==> config.mk <==
export PLATFORM = sky130hd
export DESIGN_NAME = mem_stage
export DESIGN_NICKNAME = d
export VERILOG_FILES = /design/src/rtl/mem_stage.sv
export SDC_FILE = /design/constraint.sdc
export NUM_CORES = 1
export LEC_CHECK = 0
export BUFFER_PORTS_ARGS = -buffer_cell sky130_fd_sc_hd__buf_2
export CORE_MARGIN = 2
export CORE_UTILIZATION = 50
export DETAILED_ROUTE_END_ITERATION = 12
export PLACE_DENSITY = 0.87
export SYNTH_ARGS = -nofsm -noshare
export SYNTH_HDL_FRONTEND = slang
export SYNTH_SLANG_ARGS = --single-unit
==> constraint.sdc <==
create_clock -name clk -period 2 [get_ports clk]
set_input_delay 0.4 -clock clk [delete_from_list [all_inputs] [get_ports clk]]
set_output_delay 0.4 -clock clk [all_outputs]
set_load 0.005 [all_outputs]
==> src/rtl/mem_stage.sv <==
// mem_stage: memory-access stage between execute and register-file writeback.
// Issues RV32I loads/stores on a single-outstanding req/ack data port, aligns
// byte lanes, sign/zero-extends loads and passes non-memory results through.
//
// Ports:
//   clk, rst                      clock, synchronous active-high reset
//   in_valid/in_ready             execute bundle handshake
//   opcode, funct3, rd            instruction fields
//   result                        ALU result or effective address
//   rs2Data                       store data
//   mem_req/mem_we/mem_addr/
//   mem_be/mem_wdata              memory request (held until mem_ack)
//   mem_ack/mem_rdata             memory completion and load word
//   wb_valid/wb_we/wb_rd/wb_data  registered writeback bundle (wb_valid pulses)
//   misaligned, bus_err           fault flags, pulse with wb_valid
module mem_stage #(
    parameter int unsigned TIMEOUT           = 16,
    parameter logic [31:0] RESET_VECTOR_DATA = 32'h0000_0000
) (
    input  logic        clk,
    input  logic        rst,
    input  logic        in_valid,
    output logic        in_ready,
    input  logic [6:0]  opcode,
    input  logic [2:0]  funct3,
    input  logic [4:0]  rd,
    input  logic [31:0] result,
    input  logic [31:0] rs2Data,
    output logic        mem_req,
    output logic        mem_we,
    output logic [31:0] mem_addr,
    output logic [3:0]  mem_be,
    output logic [31:0] mem_wdata,
    input  logic        mem_ack,
    input  logic [31:0] mem_rdata,
    output logic        wb_valid,
    output logic        wb_we,
    output logic [4:0]  wb_rd,
    output logic [31:0] wb_data,
    output logic        misaligned,
    output logic        bus_err
);

    localparam logic [6:0] OP_LOAD  = 7'b0000011;
    localparam logic [6:0] OP_STORE = 7'b0100011;
    localparam int unsigned CW = (TIMEOUT > 1) ? $clog2(TIMEOUT) : 1;

    typedef enum logic [1:0] {IDLE, REQ, RESP} state_t;

    state_t state, state_nxt;

    logic          accept, is_mem, unsupported, misalign_in, timeout_hit;
    logic [CW-1:0] cnt;
    logic [3:0]    st_be;
    logic [31:0]   st_wdata;
    logic [7:0]    ld_byte;
    logic [15:0]   ld_half;
    logic [31:0]   ld_val;

    // Bundle latched for the duration of a memory access
    logic          q_we;
    logic [2:0]    q_funct3;
    logic [4:0]    q_rd;
    logic [31:0]   q_result;
    logic [3:0]    q_be;
    logic [31:0]   q_wdata;

    assign accept      = in_valid && in_ready;
    assign is_mem      = (opcode == OP_LOAD) || (opcode == OP_STORE);
    assign unsupported = is_mem && ((funct3 == 3'b011) || (funct3 == 3'b110) || (funct3 == 3'b111));
    assign misalign_in = is_mem && !unsupported &&
                         (((funct3[1:0] == 2'b01) && result[0]) ||
                          ((funct3[1:0] == 2'b10) && (result[1:0] != 2'b00)));
    assign timeout_hit = (cnt == CW'(TIMEOUT - 1));

    // Store lane placement
    always_comb begin
        st_be    = 4'b1111;
        st_wdata = rs2Data;
        case (funct3[1:0])
            2'b00: begin
                st_be    = 4'b0001 << result[1:0];
                st_wdata = {4{rs2Data[7:0]}};
            end
            2'b01: begin
                st_be    = 4'b0011 << result[1:0];
                st_wdata = {2{rs2Data[15:0]}};
            end
            default: ;
        endcase
    end

    // Load extraction straight from the bus word on the ack edge
    always_comb begin
        ld_byte = mem_rdata[7:0];
        case (q_result[1:0])
            2'd1:    ld_byte = mem_rdata[15:8];
            2'd2:    ld_byte = mem_rdata[23:16];
            2'd3:    ld_byte = mem_rdata[31:24];
            default: ;
        endcase
        ld_half = q_result[1] ? mem_rdata[31:16] : mem_rdata[15:0];
        case (q_funct3)
            3'b000:  ld_val = {{24{ld_byte[7]}}, ld_byte};
            3'b001:  ld_val = {{16{ld_half[15]}}, ld_half};
            3'b100:  ld_val = {24'h0, ld_byte};
            3'b101:  ld_val = {16'h0, ld_half};
            default: ld_val = mem_rdata;
        endcase
    end

    // FSM: state register
    always_ff @(posedge clk) begin
        if (rst) state <= IDLE;
        else     state <= state_nxt;
    end

    // FSM: next state. RESP accepts a new bundle exactly like IDLE.
    always_comb begin
        state_nxt = IDLE;
        case (state)
            IDLE, RESP: begin
                if (accept && is_mem && !unsupported && !misalign_in)
                    state_nxt = REQ;
            end
            REQ: begin
                if (mem_ack || timeout_hit) state_nxt = RESP;
                else                        state_nxt = REQ;
            end
            default: state_nxt = IDLE;
        endcase
    end

    // FSM: outputs
    always_comb begin
        in_ready  = (state != REQ);
        mem_req   = (state == REQ);
        mem_we    = '0;
        mem_addr  = '0;
        mem_be    = '0;
        mem_wdata = '0;
        if (state == REQ) begin
            mem_we    = q_we;
            mem_addr  = {q_result[31:2], 2'b00};
            mem_be    = q_be;
            mem_wdata = q_wdata;
        end
    end

    // Datapath: request latch, timeout counter, registered writeback bundle
    always_ff @(posedge clk) begin
        if (rst) begin
            q_we       <= 1'b0;
            q_funct3   <= '0;
            q_rd       <= '0;
            q_result   <= '0;
            q_be       <= '0;
            q_wdata    <= '0;
            cnt        <= '0;
            wb_valid   <= 1'b0;
            wb_we      <= 1'b0;
            wb_rd      <= '0;
            wb_data    <= RESET_VECTOR_DATA;
            misaligned <= 1'b0;
            bus_err    <= 1'b0;
        end else begin
            wb_valid   <= 1'b0;
            wb_we      <= 1'b0;
            misaligned <= 1'b0;
            bus_err    <= 1'b0;
            case (state)
                IDLE, RESP: begin
                    cnt <= '0;
                    if (accept) begin
                        if (!is_mem) begin
                            wb_valid <= 1'b1;
                            wb_we    <= (rd != 5'd0);
                            wb_rd    <= rd;
                            wb_data  <= result;
                        end else if (unsupported || misalign_in) begin
                            wb_valid   <= 1'b1;
                            wb_rd      <= rd;
                            wb_data    <= result;
                            misaligned <= misalign_in;
                        end else begin
                            q_we     <= (opcode == OP_STORE);
                            q_funct3 <= funct3;
                            q_rd     <= rd;
                            q_result <= result;
                            q_be     <= (opcode == OP_STORE) ? st_be : 4'b0000;
                            q_wdata  <= (opcode == OP_STORE) ? st_wdata : 32'h0;
                        end
                    end
                end
                REQ: begin
                    if (mem_ack) begin
                        wb_valid <= 1'b1;
                        wb_rd    <= q_rd;
                        wb_we    <= !q_we && (q_rd != 5'd0);
                        wb_data  <= q_we ? q_result : ld_val;
                    end else if (timeout_hit) begin
                        wb_valid <= 1'b1;
                        wb_rd    <= q_rd;
                        wb_data  <= q_result;
                        bus_err  <= 1'b1;
                    end else begin
                        cnt <= cnt + CW'(1);
                    end
                end
                default: ;
            endcase
        end
    end

endmodule

Yosys cells after proc, flatten, opt, wreduce, memory -nomap -nowiden --
Cells that the tools add are included.
Cells by class: $add $sub $neg 1, equality and inequality tests 22, shifts and indexed selects 2, mux-type cells 40, bitwise operators 5, reductions and logical operators 32
Operators by type and width (count):
- 32-bit 2-to-1 mux | 9
- 32-bit case mux with 2 select lines | 2
- 32-bit case mux with 4 select lines | 1
- 5-bit 2-to-1 mux | 5
- 8-bit case mux with 3 select lines | 1
- 16-bit 2-to-1 mux | 1
- 4-bit 2-to-1 mux | 4
- 4-bit case mux with 2 select lines | 2
- 3-bit equality test, second input constant | 4
- 1-bit logical AND | 10
- 1-bit 2-to-1 mux | 10
- 5-bit case mux with 2 select lines | 1
- 5-bit nonzero test | 2
- 2-bit equality test, second input constant | 4
- 4-bit AND reduction | 2
- 7-bit by 2-bit equality test with 1-bit output, second input constant | 1
- 7-bit by 6-bit equality test with 1-bit output, second input constant | 1
- 2-bit by 1-bit equality test with 1-bit output, second input constant | 3
- 1-bit logical OR | 6
- 2-bit inequality test, second input constant | 3
- 1-bit NOT | 5
- 5-bit OR reduction | 1
- 4-bit by 1-bit adder with 4-bit output, second input constant | 1
- 4-bit equality test, second input constant | 1
- other kinds (17) | 22
Storage, ports and cells: bits in registers 124, input port bits 115, output and inout port bits 112, word-level logic and storage cells 116

Longest topological paths before layout --
Gate-level depths: netlist (run 1).
depth after elaboration 12, gate-level depth with buffers 8, gate-level depth less buffers 6

Worst setup path after synthesis (run 1) --
OpenSTA, ideal clock, no wires.
kind register -> register, start register cnt[0], end register wb_data[2], arrival time 1704 ps, required time 1926 ps, setup slack 221 ps, cell stages (with the launch flop) 7, buffers on the path 1, clock period less this slack 1779 ps, cell sequence dfxtp_1 ha_1 and3_1 o21ai_1 nand2_2 clkbuf_1 a31oi_1
On the way: cells in the longest elaborated chain, start to end 3
RTL lines:
- from (decl) | line 53 | logic [CW-1:0] cnt;
- from (signal assigned) | line 207 | cnt <= cnt + CW'(1);
- 4-bit equality test | line 74 | assign timeout_hit = (cnt == CW'(TIMEOUT - 1));
- 3-bit by 1-bit inequality test with 1-bit output (no source line)
- 4-bit AND reduction (no source line)
- to (signal assigned) | line 179 | wb_data <= result;
- to (signal assigned) | line 183 | wb_data <= result;
- to (signal assigned) | line 200 | wb_data <= q_we ? q_result : ld_val;
- to (decl) | line 39 | output logic [31:0] wb_data,
Every way passes these cells. A chain may end at the register's enable or synchronous reset.

Final worst setup path (run 1) --
start register state[1], end output port mem_wdata[18]
On the way: cells in the longest elaborated chain, start to end 2
RTL lines:
- from (decl) | line 50 | state_t state, state_nxt;
- from (signal assigned) | line 115 | else state <= state_nxt;
- 2-bit by 1-bit equality test with 1-bit output | line 142 | if (state == REQ) begin
- 32-bit 2-to-1 mux | line 142
- to (decl) | line 33 | output logic [31:0] mem_wdata,
Every way passes these cells.

==> results of run 1 <==
how the worst max path moves through the flow:
stage                                           to  slack [ns]
after floorplan            wb_data[2]$_SDFFE_PP0P_        0.22
after global placement        q_be[1]$_SDFFE_PP0P_      -0.005
after detailed placement  q_wdata[12]$_SDFFE_PP0P_       -0.08
after CTS                             mem_wdata[8]       0.003
after global routing                  mem_addr[21]       0.009
final                                mem_wdata[18]        0.05
placed cells by master (no fill, tap or decap), types with 3 or more instances in the layout:
cell type	Yosys	final
o2bb2ai_1	8	8
a31oi_1	28	28
buf_4	3	36
o211ai_1	5	5
a22oi_1	5	5
a21oi_1	81	81
nand2_1	167	167
nand4_1	6	6
o221ai_1	23	23
nor3_1	14	14
o31ai_1	28	28
nand2b_1	4	3
o21ai_0	12	12
nor2_1	30	29
nor2b_1	6	5
bufinv_16	0	5
inv_1	4	4
o21ai_1	4	4
mux2_2	9	9
a311oi_1	5	5
clkinv_2	0	4
mux2i_1	26	26
or4_1	3	3
dfxtp_1	124	123
nand3_1	33	33
a221oi_1	7	7
buf_2	19	224
a22o_1	3	3
and2_1	83	82
a211oi_1	3	3
clkbuf_16	0	19
buf_12	0	6
timing repair:
action | in CTS | in global routing
endpoints found under the setup margin | 68 | 64
cloned | 1 | 2
hold endpoints to repair | 0 | 0
hold buffers | 0 | 0
resized for setup | 6 | 2
setup buffers | 0 | 1
cell usage after synthesis, types with 7 or more instances:
cell       instances
a21oi_1           81
a221oi_1           7
a31oi_1           28
and2_1            83
buf_2             19
clkbuf_1          50
dfxtp_1          124
mux2_2             9
mux2i_1           26
nand2_1          167
nand3_1           33
nor2_1            30
nor3_1            14
o21ai_0           12
o221ai_1          23
o2bb2ai_1          8
o31ai_1           28
through the flow:
stage               power, mW  setup WS (ns)  instance area, um2  cells
floorplan                2.88          0.221                6400    825
global placement         3.19       -0.00528                7820   1188
detailed placement       3.20        -0.0847                7820   1188
CTS                      6.53        0.00325                8510   1221
global route             6.72        0.00919                8570   1224
finish                   6.53         0.0472                8570   1225
where the power goes:
part           internal [mW]  leakage (nW)  switching (mW)  total [mW]
logic                  0.257          2.34           0.346       0.604
registers               2.53          1.01          0.0310        2.56
clock network           2.23         0.310            1.13        3.37
total                   5.02          3.66            1.51        6.53
state kept, by name, indices dropped and copies added (netlist names):
name	flops
wb_data	32
wb_we	1
misaligned	1
bus_err	1
q_we	1
q_be	4
wb_rd	5
wb_valid	1
q_wdata	32
q_funct3	3
q_result	32
q_rd	5
cnt	4
state	2
cell families (layout without fill, tap and decap cells):
logic type	after synthesis	after routing
fa+ha+maj	1	1
other cells	1	3
flops	124	124
mux	35	35
xor+xnor	2	2
simple gates	361	361
compound gates	220	220
buf+inv	80	307
per-layer routing:
| layer | global-route usage [%] | routed length [um] | vias to the layer above |
|---|---|---|---|
| met1 | 38.3 | 9000 | 3369 |
| met3 | 8.19 | 2160 | 75 |
| met5 | 0 | 0 | - |
| li1 | - | - | 3364 |
| met4 | 16.4 | 872 | 0 |
| met2 | 52.8 | 10700 | 468 |
tightest hold or removal path, delay by kind of cell:
kind,cells,cell delay (ns)
buf+inv,1,0.10
compound gates,1,0.05
simple gates,1,0.05
layout make-up:
cell class	count	area, um2	area share, %
Tap cell	172	215	2.51
Timing Repair Buffer	270	1600	18.7
Clock inverter	12	194	2.26
Multi-Input combinational cell	621	3610	42.1
Antenna cell	1	2.50	0.0292
Inverter	5	23.8	0.277
Sequential cell	124	2480	29.0
Clock buffer	20	447	5.21
==> impl_metrics.toml, run 1 <==
[sta]
finalSetupTns_ns = 0
report.final.hold_viol_count = 0
rsz0062_at_grt = "no"
timing.slew.headroom_pct = 61.1
clock.fmax_ghz = 0.512
report.final.slew_viol_count = 0
tightest_slew_ns = 0.581
finalSetupViolations = 0
final.min_clock_period_ns = 1.95
holdWs_ns = 0.231
skew_ns = 0.00576
finalCritPeriodShare_pct = 97.6

[yosys]
synth-compound-area-share_pct = 22.7
synth_top_area_share_pct = 38.8
synth-seq-cells = 124
postSynthCellCount = 824
synthSimpleGateAreaFrac_pct = 27.1
synth-adder-area-share_pct = 0.196
avgSynthCellArea_um2 = 7.77
synth_mux_area_share_pct = 5.65
ys_warn_count = 0
yosysUniqueCellTypes = 53
synthesis.area_um2 = 6400
synth_edf_count = 0
seq_area_frac_synth_pct = 38.8
synth_flop_cell = "dfxtp_1"
yosys.area.top_type = "dfxtp_1"
synth_async_sr_flop_share_pct = 0
synth_top_family_by_area = "simple AND/OR/NAND/NOR gates"
yosys.area_share.xor_xnor_pct = 0.274
ys_top_cells_by_area = "dfxtp_1 (39%), nand2_1 (9.8%), and2_1 (8.1%), a21oi_1 (6.3%), mux2i_1 (4.1%)"

[layout]
drive_gt1_share_pct = 30.5
utilization_pct = 68.2
fill_cells = 1039
area_growth_pct = 33.9
layout.nets = 1155

[clocking]
cts.clk_slew.worst_paths_ns = 0.05
cts_max_path_buffers = 2
clk_latency_ns = 0.42
h-tree-depth = 4
clock-root-buffer = "clkbuf_16"
cts_buffers = 17
cts_tree = "built"
clock_sinks = 124

[pwr]
cellPowerDensity_nw_per_um2 = 762
power_leakage_nw = 3.66
irDropWorstVdd_uv = 512

[floorplan]
rows = 41
fp.coreArea_um2 = 12600
io_pins = 227
dieWidth_um = 117
initial_core_util_pct = 50.9
die_h_um = 117
dieArea_um2 = 13700

[worst_setup_path]
ff2ff_setup_slack_ns = 0.17
path_delay_family = "buffers and inverters"
path_cells = "nand2b_4, inv_6, clkbuf_16, and2_1, buf_2"
crit_buf_inv = 3
reg2reg_from = "q_result[1]$_SDFFE_PP0P_"
crit_cells = 5
reg2reg_depth = 7
required_ns = 1.60
end_kind = "output pin"
r2r_end = "wb_data[1]$_SDFFE_PP0P_"
crit_fanout = 21
crit_arrival_ns = 1.55
cp-start-kind = "flip-flop"
cp_slowest_stage_delay_ns = 0.37
cpMaxStageDelayCell = "dfxtp_1"
worstSetupPathType = "reg2out"
startpoint = "state[1]$_SDFF_PP0_"

[hold_path]
hold_depth = 3
hp-start = "result[6]"
holdPathEnd = "q_result[6]$_SDFFE_PP0P_"
hold_class = "in2reg"

[drt]
routedWlPerCell_um = 18.6
dr_total_vias = 7276
drc = 0
firstDrtPassIters = 5
dr.first_iter.drc_count = 849
vias_per_cell = 5.94
finalWirelength_mm = 22.8
postRouteAntennaNets = 0

[status]
status = "finished clean"

[global_route]
grt_overflow = 0
grt_util_all_layers_pct = 31.9
grt_max_degree = 44
grt_pass1_wl_mm = 33.7
grt_pass1_vias = 6711
antenna_found_initial = 0

[place]
portBuffers = 224
dp_hpwl_mm = 15.6
place_congestion = 0.902

[job]
drv_cap = 0
Power figures use the tool's default switching activity.
==> inputs of run 2 (changes only) <==
--- a/config.mk
+++ b/config.mk
@@ -8,8 +8,9 @@
 export BUFFER_PORTS_ARGS = -buffer_cell sky130_fd_sc_hd__buf_2
 export CORE_MARGIN = 2
 export CORE_UTILIZATION = 50
+export CTS_BUF_LIST = sky130_fd_sc_hd__clkbuf_4 sky130_fd_sc_hd__clkbuf_8
 export DETAILED_ROUTE_END_ITERATION = 12
-export PLACE_DENSITY = 0.87
+export PLACE_DENSITY = 0.8
 export SYNTH_ARGS = -nofsm -noshare
 export SYNTH_HDL_FRONTEND = slang
 export SYNTH_SLANG_ARGS = --single-unit
==> run 2 against run 1 <==
Compared with the run above:
- largest power group is now sequential cells
- register-to-register slack worse by 0.08 ns
- critical endpoint is now mem_req
- fmax grew 0.42%
- setup slack gained 0.0081 ns
- power decreased by 16%
- sequential share of layout area is 0.80 points higher
- worst hold slack worse by 0.027 ns
==> impl_metrics.toml, run 2 (synthesized netlist as in run 1, its figures left out) <==
[layout]
fill_cells = 1098
biggestRegsByFlops = "q_result: 32 flops, q_wdata: 32 flops, wb_data: 32 flops"
layout.nets = 1156
register_area_um2 = 2480
final_common_cell = "buf_2"
final_area_um2 = 8340
mostFrequentLayoutCells = "buf_2 (224), nand2_1 (167), dfxtp_1 (123)"
drive_gt1_share_pct = 30.6
area_growth_pct = 30.4
multi_input_area_um2 = 3610

[drt]
firstDrtPassIters = 5
routedWlPerCell_um = 18.1
dr_total_vias = 7191
vias_per_cell = 5.87
drc = 0
finalWirelength_mm = 22.2
dr.first_iter.drc_count = 806
postRouteAntennaNets = 0

[pwr]
irDropWorstVdd_uv = 332
p_total_mw = 5.47
power_leakage_nw = 3.56
cellPowerDensity_nw_per_um2 = 655

[floorplan]
io_pins = 227
dieArea_um2 = 13700
die_h_um = 117
dieWidth_um = 117
initial_core_util_pct = 50.9
fp.coreArea_um2 = 12600
rows = 41

[clocking]
cts.clk_slew.worst_paths_ns = 0.07
cts_hold_buf = 0
clk_latency_ns = 0.44
cts_tree = "built"
cts_max_path_buffers = 2
h-tree-depth = 4
clock-root-buffer = "clkbuf_8"
clock_sinks = 124
cts_buffers = 17

[worst_setup_path]
cp-start-kind = "flip-flop"
end_kind = "output pin"
crit_arrival_ns = 1.54
required_ns = 1.60
crit_fanout = 32
worstSetupPathType = "reg2out"

[sta]
finalCritPeriodShare_pct = 97.2
finalSetupViolations = 0
timing.slew.headroom_pct = 47.9
skew_ns = 0.00978
finalSetupTns_ns = 0
report.final.hold_viol_count = 0
rsz0062_at_grt = "no"
clock.fmax_ghz = 0.514
tightest_slew_ns = 0.779
report.final.slew_viol_count = 0
final.min_clock_period_ns = 1.94
holdWs_ns = 0.204

[global_route]
grt_pass1_wl_mm = 33.5
grt_overflow = 0
grt_util_all_layers_pct = 31.7
antenna_found_initial = 1
grt_pass1_vias = 6474
grt_max_degree = 51

[place]
place_congestion = 0.905
place_area_um2 = 7840
dp_hpwl_mm = 15.5
portBuffers = 224

[job]
drv_cap = 0

[status]
status = "finished clean"

[hold_path]
hold_class = "in2reg"
## run 2: layout make-up
| cell class | count | share of cell area, % |
|---|---|---|
| Antenna cell | 3 | 0.0900 |
| Clock inverter | 8 | 1.41 |
| Sequential cell | 124 | 29.8 |
| Tap cell | 172 | 2.58 |
| Clock buffer | 21 | 3.39 |
| Inverter | 5 | 0.285 |
| Multi-Input combinational cell | 621 | 43.2 |
| Timing Repair Buffer | 271 | 19.3 |
## run 2: per-layer routing
layer  part of all wire (%)  track usage (%)
met1                     40             39.4
met2                     48             51.4
met3                    9.2             7.47
met4                    3.6             16.2
met5                      0                0
## run 2: worst max-delay path: stages, from the launching register on
cell and delay [ns]:
dfxtp_2 0.35, nand2b_4 0.16, inv_6 0.11, bufbuf_16 0.34, buf_2 0.14
## run 2: what timing repair did
| action | in CTS | in global routing |
|---|---|---|
| endpoints found under the setup margin | 68 | 19 |
| cloned | 2 | 0 |
| gates resized for setup | 7 | 3 |
| buffers inserted | 1 | 0 |
## run 2: report_power, final
| group | switching [mW] | internal [mW] |
|---|---|---|
| combinational | 0.341 | 0.262 |
| sequential | 0.0351 | 2.53 |
| clock | 0.984 | 1.32 |
## run 2: final timing paths
path	endpoint	start	cells past startpoint	slack (ns)
max	mem_req	state[1]$_SDFF_PP0_	4	0.06
min	q_result[18]$_SDFFE_PP0P_	result[18]	3	0.20
max reg2reg	wb_data[17]$_SDFFE_PP0P_	q_result[1]$_SDFFE_PP0P_	5	0.09
min reg2reg	q_wdata[19]$_SDFFE_PP0P_	q_wdata[19]$_SDFFE_PP0P_	2	0.45
## run 2: per-stage QoR
step | std cells | util [%] | setup WS (ns)
finish | 1225 | 66.4 | 0.0553
global route | 1223 | 66.3 | 0.00600
CTS | 1222 | 66.3 | 0.0186
detailed placement | 1190 | 62.4 | -0.0496
global placement | 1190 | 62.4 | -0.00128
floorplan | 825 | - | 0.221
